--- src/rtl/pspin_cfg_pkg.sv ---
// Configuration constants and command/completion types shared by the
// command scheduler and its round-robin arbiter.
package pspin_cfg_pkg;

  localparam int unsigned NUM_CLUSTERS             = 4;
  localparam int unsigned NUM_CMD_INTERFACES       = 3;
  localparam int unsigned NUM_CORES                = 8;
  localparam int unsigned NUM_HPU_CMDS             = 4;
  localparam int unsigned MAX_INFLIGHT_PER_CLUSTER = NUM_CORES * NUM_HPU_CMDS;

  localparam int unsigned CLUSTER_ID_W = $clog2(NUM_CLUSTERS);
  localparam int unsigned CORE_ID_W    = $clog2(NUM_CORES);
  localparam int unsigned HPU_CMD_W    = $clog2(NUM_HPU_CMDS);
  localparam int unsigned INTF_ID_W    = 2;

  typedef logic [$clog2(MAX_INFLIGHT_PER_CLUSTER + 1)-1:0] inflight_cnt_t;

  typedef struct packed {
    logic [CLUSTER_ID_W-1:0] cluster_id;
    logic [CORE_ID_W-1:0]    core_id;
    logic [HPU_CMD_W-1:0]    local_cmd_id;
  } pspin_cmd_id_t;

  typedef struct packed {
    pspin_cmd_id_t          cmd_id;
    logic                   generate_event;
    logic [INTF_ID_W-1:0]   intf_id;
    logic [31:0]            descr;
  } pspin_cmd_t;

  typedef struct packed {
    pspin_cmd_id_t cmd_id;
    logic [7:0]    status;
  } pspin_cmd_resp_t;

endpackage

--- src/rtl/pspin_rr_arb.sv ---
// Round-robin arbiter: grants the first requester at or after the pointer,
// pointer moves past the winner only when the caller reports a handshake.
module pspin_rr_arb #(
  parameter int unsigned N = 4,
  localparam int unsigned IDX_W = (N > 1) ? $clog2(N) : 1
) (
  input  logic             clk_i,
  input  logic             rst_ni,
  input  logic [N-1:0]     req_i,
  input  logic             adv_i,
  output logic [N-1:0]     gnt_o,
  output logic [IDX_W-1:0] idx_o
);

  logic [IDX_W-1:0] r_ptr;
  logic [N-1:0]     w_mask;
  logic [N-1:0]     w_sel;
  logic             w_found;

  // Prefer requesters at/above the pointer, wrap to the lowest one otherwise
  always_comb begin
    w_mask  = '0;
    gnt_o   = '0;
    idx_o   = '0;
    w_found = 1'b0;
    for (int i = 0; i < int'(N); i++) begin
      w_mask[i] = (IDX_W'(i) >= r_ptr);
    end
    if ((req_i & w_mask) != '0) begin
      w_sel = req_i & w_mask;
    end else begin
      w_sel = req_i;
    end
    for (int i = 0; i < int'(N); i++) begin
      if (!w_found && w_sel[i]) begin
        gnt_o[i] = 1'b1;
        idx_o    = IDX_W'(i);
        w_found  = 1'b1;
      end else begin
        w_found = w_found;
      end
    end
  end

  always_ff @(posedge clk_i or negedge rst_ni) begin
    if (!rst_ni) begin
      r_ptr <= '0;
    end else if (adv_i) begin
      r_ptr <= (idx_o == IDX_W'(N - 1)) ? '0 : idx_o + IDX_W'(1);
    end else begin
      r_ptr <= r_ptr;
    end
  end

endmodule

--- src/rtl/pspin_cmd_sched.sv ---
// Command scheduler: RR-arbitrates cluster commands into per-interface output
// slots under a per-cluster credit limit, and routes completions back.
module pspin_cmd_sched
  import pspin_cfg_pkg::*;
#(
  parameter int unsigned N_REQ        = NUM_CLUSTERS,
  parameter int unsigned N_INTF       = NUM_CMD_INTERFACES,
  parameter int unsigned MAX_INFLIGHT = MAX_INFLIGHT_PER_CLUSTER
) (
  input  logic            clk_i,
  input  logic            rst_ni,
  input  logic [N_REQ-1:0]  cmd_valid_i,
  output logic [N_REQ-1:0]  cmd_ready_o,
  input  pspin_cmd_t        cmd_i [N_REQ],
  output logic [N_INTF-1:0] intf_cmd_valid_o,
  input  logic [N_INTF-1:0] intf_cmd_ready_i,
  output pspin_cmd_t        intf_cmd_o [N_INTF],
  input  logic [N_INTF-1:0] intf_resp_valid_i,
  output logic [N_INTF-1:0] intf_resp_ready_o,
  input  pspin_cmd_resp_t   intf_resp_i [N_INTF],
  output logic [N_REQ-1:0]  cmd_resp_valid_o,
  input  logic [N_REQ-1:0]  cmd_resp_ready_i,
  output pspin_cmd_resp_t   cmd_resp_o,
  output inflight_cnt_t     inflight_o [N_REQ],
  output logic              err_o
);

  localparam int unsigned REQ_IDX_W  = (N_REQ > 1) ? $clog2(N_REQ) : 1;
  localparam int unsigned INTF_IDX_W = (N_INTF > 1) ? $clog2(N_INTF) : 1;
  localparam int unsigned ID_SPACE   = 2 ** INTF_ID_W;

  logic [N_INTF-1:0]     r_slot_vld;
  pspin_cmd_t            r_slot [N_INTF];
  inflight_cnt_t         r_inflight [N_REQ];
  logic                  r_err;

  logic [ID_SPACE-1:0]   w_free;
  logic [N_REQ-1:0]      w_elig;
  logic [N_REQ-1:0]      w_gnt;
  logic [REQ_IDX_W-1:0]  w_gnt_idx;
  pspin_cmd_t            w_win;
  logic                  w_acc;
  logic                  w_acc_bad;
  logic                  w_acc_good;
  logic [N_INTF-1:0]     w_rsp_gnt;
  logic [INTF_IDX_W-1:0] w_rsp_idx;
  pspin_cmd_resp_t       w_rsp;
  logic                  w_rsp_any;
  logic                  w_rsp_hs;
  logic [N_REQ-1:0]      w_rsp_vld;
  logic [N_REQ-1:0]      w_inc;
  logic [N_REQ-1:0]      w_dec;
  logic                  w_underflow;

  // Unimplemented interface ids always look free: such commands are dropped
  always_comb begin
    w_free = '1;
    for (int f = 0; f < int'(N_INTF); f++) begin
      w_free[f] = !r_slot_vld[f] || intf_cmd_ready_i[f];
    end
  end

  always_comb begin
    w_elig = '0;
    for (int i = 0; i < int'(N_REQ); i++) begin
      w_elig[i] = cmd_valid_i[i] && (r_inflight[i] < inflight_cnt_t'(MAX_INFLIGHT)) &&
                  w_free[cmd_i[i].intf_id];
    end
  end

  pspin_rr_arb #(.N(N_REQ)) u_req_arb (
    .clk_i  (clk_i),
    .rst_ni (rst_ni),
    .req_i  (w_elig),
    .adv_i  (w_acc),
    .gnt_o  (w_gnt),
    .idx_o  (w_gnt_idx)
  );

  assign w_acc       = |w_elig;
  assign w_win       = cmd_i[w_gnt_idx];
  assign w_acc_bad   = w_acc && (32'(w_win.intf_id) >= N_INTF);
  assign w_acc_good  = w_acc && !w_acc_bad;
  assign cmd_ready_o = w_gnt;

  // A new command may replace a slot that drains in the same cycle
  always_ff @(posedge clk_i or negedge rst_ni) begin
    if (!rst_ni) begin
      r_slot_vld <= '0;
      for (int f = 0; f < int'(N_INTF); f++) r_slot[f] <= '0;
    end else begin
      for (int f = 0; f < int'(N_INTF); f++) begin
        if (w_acc_good && (w_win.intf_id == INTF_ID_W'(f))) begin
          r_slot_vld[f] <= 1'b1;
          r_slot[f]     <= w_win;
        end else if (intf_cmd_ready_i[f]) begin
          r_slot_vld[f] <= 1'b0;
        end else begin
          r_slot_vld[f] <= r_slot_vld[f];
        end
      end
    end
  end

  assign intf_cmd_valid_o = r_slot_vld;
  assign intf_cmd_o       = r_slot;

  pspin_rr_arb #(.N(N_INTF)) u_rsp_arb (
    .clk_i  (clk_i),
    .rst_ni (rst_ni),
    .req_i  (intf_resp_valid_i),
    .adv_i  (w_rsp_hs),
    .gnt_o  (w_rsp_gnt),
    .idx_o  (w_rsp_idx)
  );

  assign w_rsp_any = |intf_resp_valid_i;
  assign w_rsp     = intf_resp_i[w_rsp_idx];

  always_comb begin
    w_rsp_vld = '0;
    for (int i = 0; i < int'(N_REQ); i++) begin
      w_rsp_vld[i] = w_rsp_any && (w_rsp.cmd_id.cluster_id == CLUSTER_ID_W'(i));
    end
  end

  assign w_rsp_hs          = |(w_rsp_vld & cmd_resp_ready_i);
  assign cmd_resp_valid_o  = w_rsp_vld;
  assign cmd_resp_o        = w_rsp;
  assign intf_resp_ready_o = w_rsp_gnt & {N_INTF{w_rsp_hs}};

  // A return that meets an accept in the same cycle is balanced, not an underflow
  always_comb begin
    w_inc       = w_gnt & {N_REQ{w_acc_good}};
    w_dec       = w_rsp_vld & cmd_resp_ready_i;
    w_underflow = 1'b0;
    for (int i = 0; i < int'(N_REQ); i++) begin
      if (w_dec[i] && !w_inc[i] && (r_inflight[i] == '0)) begin
        w_underflow = 1'b1;
      end else begin
        w_underflow = w_underflow;
      end
    end
  end

  always_ff @(posedge clk_i or negedge rst_ni) begin
    if (!rst_ni) begin
      for (int i = 0; i < int'(N_REQ); i++) r_inflight[i] <= '0;
      r_err <= 1'b0;
    end else begin
      for (int i = 0; i < int'(N_REQ); i++) begin
        case ({w_inc[i], w_dec[i]})
          2'b10:   r_inflight[i] <= r_inflight[i] + inflight_cnt_t'(1);
          2'b01:   r_inflight[i] <= (r_inflight[i] == '0) ? '0 : r_inflight[i] - inflight_cnt_t'(1);
          default: r_inflight[i] <= r_inflight[i];
        endcase
      end
      r_err <= w_acc_bad || w_underflow;
    end
  end

  assign inflight_o = r_inflight;
  assign err_o      = r_err;

endmodule

--- config.mk ---
export PLATFORM = sky130hd
export DESIGN_NAME = pspin_cmd_sched
export DESIGN_NICKNAME = d
export VERILOG_FILES = /design/src/rtl/pspin_cfg_pkg.sv /design/src/rtl/pspin_rr_arb.sv /design/src/rtl/pspin_cmd_sched.sv
export SDC_FILE = /design/constraint.sdc
export NUM_CORES = 1
export LEC_CHECK = 0
export ABC_AREA = 1
export BUFFER_PORTS_ARGS = -buffer_cell sky130_fd_sc_hd__buf_2
export CAP_MARGIN = 15
export CORE_MARGIN = 10
export CORE_UTILIZATION = 25
export CTS_CLUSTER_DIAMETER = 120
export DETAILED_ROUTE_END_ITERATION = 6
export PLACE_DENSITY = 0.45
export SLEW_MARGIN = 10
export SYNTH_ARGS = -nofsm -noshare
export SYNTH_HDL_FRONTEND = slang
export SYNTH_HIERARCHICAL = 1
export SYNTH_SLANG_ARGS = --single-unit
--- constraint.sdc ---
create_clock -name clk_i -period 4.3 [get_ports clk_i]
set_clock_uncertainty 0.1 [all_clocks]
set_input_delay 0.86 -clock clk_i [delete_from_list [all_inputs] [get_ports clk_i]]
set_output_delay 0.86 -clock clk_i [all_outputs]
set_load 0.05 [all_outputs]
==> results.md <==
- Depth of the CTS H-tree: 4
- Power per cell area: 1010 mW/mm²
- Commonest non-fill, non-tap cell in the layout: buf_2
- Maxcap violations: 0
- DRC errors left: 0
- Worst-Margin Slew: 768 ps
- Worst path max stage delay: 270 ps
- Crit path kind: in2out
- Post-Syn Area: 0.00908 mm²
- Netlist cell types: 29
- Crit path max-delay cell type: buf_2
- Grt ovf: 0
- Via/cell ratio: 4.63
- Antenna Nets Post-Route: 0
- Clock Tree Buf Depth: 2
- CTS resizes: 0
- Average size of a mapped cell: 7.16 µm²
- Antenna fix cells: 0
- Final hold vios: 0
- Final core utilization: 34.3%
- Fin nets: 1895
- Period utilisation layout: 88.2%
- Cts hold-fix bufs: 0
- DRT Wirelength: 39.2 mm
- Seq/Total Area, Yosys: 43.5%
- Iteration count of the initial detailed-routing pass: 5
- Final max-slew violation count: 0
- Largest net degree at the start of global routing: 68
- Num CTS Buffers: 17
- Slew margin rel.: 48.6%
- RSZ-0062 raised after global routing: false
- Die Ht: 211 µm
- Worst-case reg-to-reg path depth: 22
- Commonest cells after routing, fill and taps aside: buf_2, nand2_1, nand3_1, dfrtp_1, nor2_1
- Endpoints failing setup: 0
- Worst path buffer plus inverter count: 5
- CTS sink count: 158
- DP HPWL: 30.0 mm
- First-pass GRT wire length: 60.0 mm
- Initial antenna violation count: 0
- FF-to-FF setup slack: 760 ps
- RR Endpoint: inflight_o[6]
- Worst Path Required: 3340 ps
- Crit-path leading delay family: simple AND/OR/NAND/NOR gates
- DR vias: 9816
- Outcome: finished clean
- Cell repeated most along the worst path: nand2_1
- Die X: 211 µm
- IO Pins: 409
- Vias in the first global route: 10100
- Wire per inst: 18.5 µm
- CP arrival: 2830 ps
- IO buf count: 408
- Placer Congestion: 0.876
- Layout area overhead: 35.1%
- Core area: 0.0357 mm²
- Clock transition at the registers of the reported paths: 70 ps
- #FFs+latches synth: 158
- Worst R2R Start: inflight_o[5]
- Root buffer cell: clkbuf_16
- Worst VDD drop: 0.668 mV
- Max Fclk: 0.264 GHz
- All-layer global routing usage: 17.2%
- Final Critical Period: 3790 ps
- Total negative slack: 0 ps
- DRT iter0 DRCs: 541
- Initial Utilization: 25.4%
- Worst min path class: in2async
- Synth Net Count: 1513
- Cells along the critical path: buf_2 > inv_1 > nand2_1 > nand2_1 > nand2_1 > nand2_2 > inv_1 > inv_1 > nand2_1 > nand3_1 > nand2_1 > nor2_1 > nand3_1 > nand2_1 > nor2_1 > nor2_1 > buf_2
- Worst-Skew Late Latency: 430 ps
- CTS tree: yes
- Critical Path Fanout Max: 9
- P_leak: 0.00679 µW
- Critical path depth: 17
- Row Count: 69
- Die ar.: 0.0444 mm²
- Crit path capture type: primary output
- Startpoint types: input pin
- Share of layout cells above drive strength 1: 30.2%
- Warnings, synthesis: 6
- Post-CTS Setup Bufs: 0
- Synth Instances: 1268
report_power, final:
part | total (µW) | internal (µW) | leakage (µW) | switching, µW
combinational | 8110 | 1930 | 0.00456 | 6190
sequential | 2680 | 2200 | 0.00195 | 483
clock | 1590 | 930 | 0.000286 | 663
total | 12400 | 5060 | 0.00679 | 7330
per-stage QoR:
stage	worst slack (ps)	cells	instance area (µm²)	total power [µW]	hold slack, ps
floorplan	186	1268	9080	8410	349
global placement	254	2092	11700	10900	342
detailed placement	200	2092	11700	11000	353
CTS	464	2122	12300	12600	352
global route	208	2122	12300	13300	375
finish	507	2122	12300	12400	339
sequential cells by signal, indices dropped and copies added, names as in the netlist:
name / cells
inflight_o: 24
intf_cmd_valid_o: 3
intf_cmd_o: 126
err_o: 1
u_req_arb/r_ptr: 2
u_rsp_arb/r_ptr: 2
how the worst max path moves through the flow:
stage / from / to / slack (ps)
floorplan: intf_resp_valid_i[2] / intf_resp_ready_o[0] / 190
global placement: intf_cmd_ready_i[0] / inflight_o[6] / 250
detailed placement: intf_cmd_ready_i[0] / inflight_o[6] / 200
CTS: intf_resp_valid_i[2] / intf_resp_ready_o[1] / 460
global route: intf_resp_valid_i[1] / intf_resp_ready_o[1] / 210
finish: intf_resp_valid_i[2] / intf_resp_ready_o[2] / 510
layer usage:
layer / vias up / part of all wire, % / global-route usage [%]
li1: 4888 / - / -
met1: 4647 / 42 / 20.8
met2: 258 / 50 / 29.4
met3: 23 / 6.8 / 5.21
met4: 0 / 1.2 / 3.77
met5: - / 0 / 0
cells in the mapped netlist:
library cell  number  area (µm²)
a21boi_0           2        15.0
nor3_1             5        25.0
o21ai_2            3        26.3
nor2_2             2        12.5
nor2_1           143         537
o22ai_1           41         257
nand3_2            1        10.0
nand3_1          159         796
and3_1             1        6.26
or2_1              2        12.5
nor2_4             2        22.5
o211ai_1           1        7.51
nand2_2            9        56.3
nand4_1            7        43.8
dfrtp_1          158        3950
o21ai_4            1        16.3
buf_4              6        45.0
ha_1              16         200
inv_1             85         319
o21ai_0          122         611
inv_2              7        26.3
a22oi_1            8        60.1
or2_2              8        50.1
a21oi_1           21         105
clkbuf_1          38         143
xor2_1            22         193
buf_2             29         145
nand3b_1           1        7.51
nand2_1          368        1380
worst register-to-register path, cell delays in order, from the launching register on:
cell	delay [ps]
dfrtp_1	440
inv_1	130
nand2_1	100
nor2_1	110
nand2_1	80
inv_1	70
inv_1	100
nand3_1	100
nand2_1	60
nand2_2	150
nand2_1	130
a21oi_4	190
inv_1	110
o211ai_1	110
nand2_1	140
inv_2	110
nor2_1	60
nor2_1	270
nand2_1	120
ha_1	410
inv_1	150
nand3_1	100
o21ai_0	70
cells by family after synthesis:
kind of cell	count (synthesis)	share of synthesized area, %
DFF	158	43.5
buffers and inverters	165	7.47
and+or+nand+nor	708	32.6
AOI/OAI and AO/OA	199	12.1
adders and majority gates	16	2.20
xor gates and xnor gates	22	2.12
final cells by class:
class | instances | area [µm²]
clock buffers | 18 | 439
clock inverters | 12 | 164
repair buffers | 436 | 2300
well taps | 461 | 577
inverters | 92 | 345
fillers | 3940 | 23500
flip-flops and latches | 158 | 3950
multi-input cells | 945 | 4500
(Power assumes the default switching activity.)
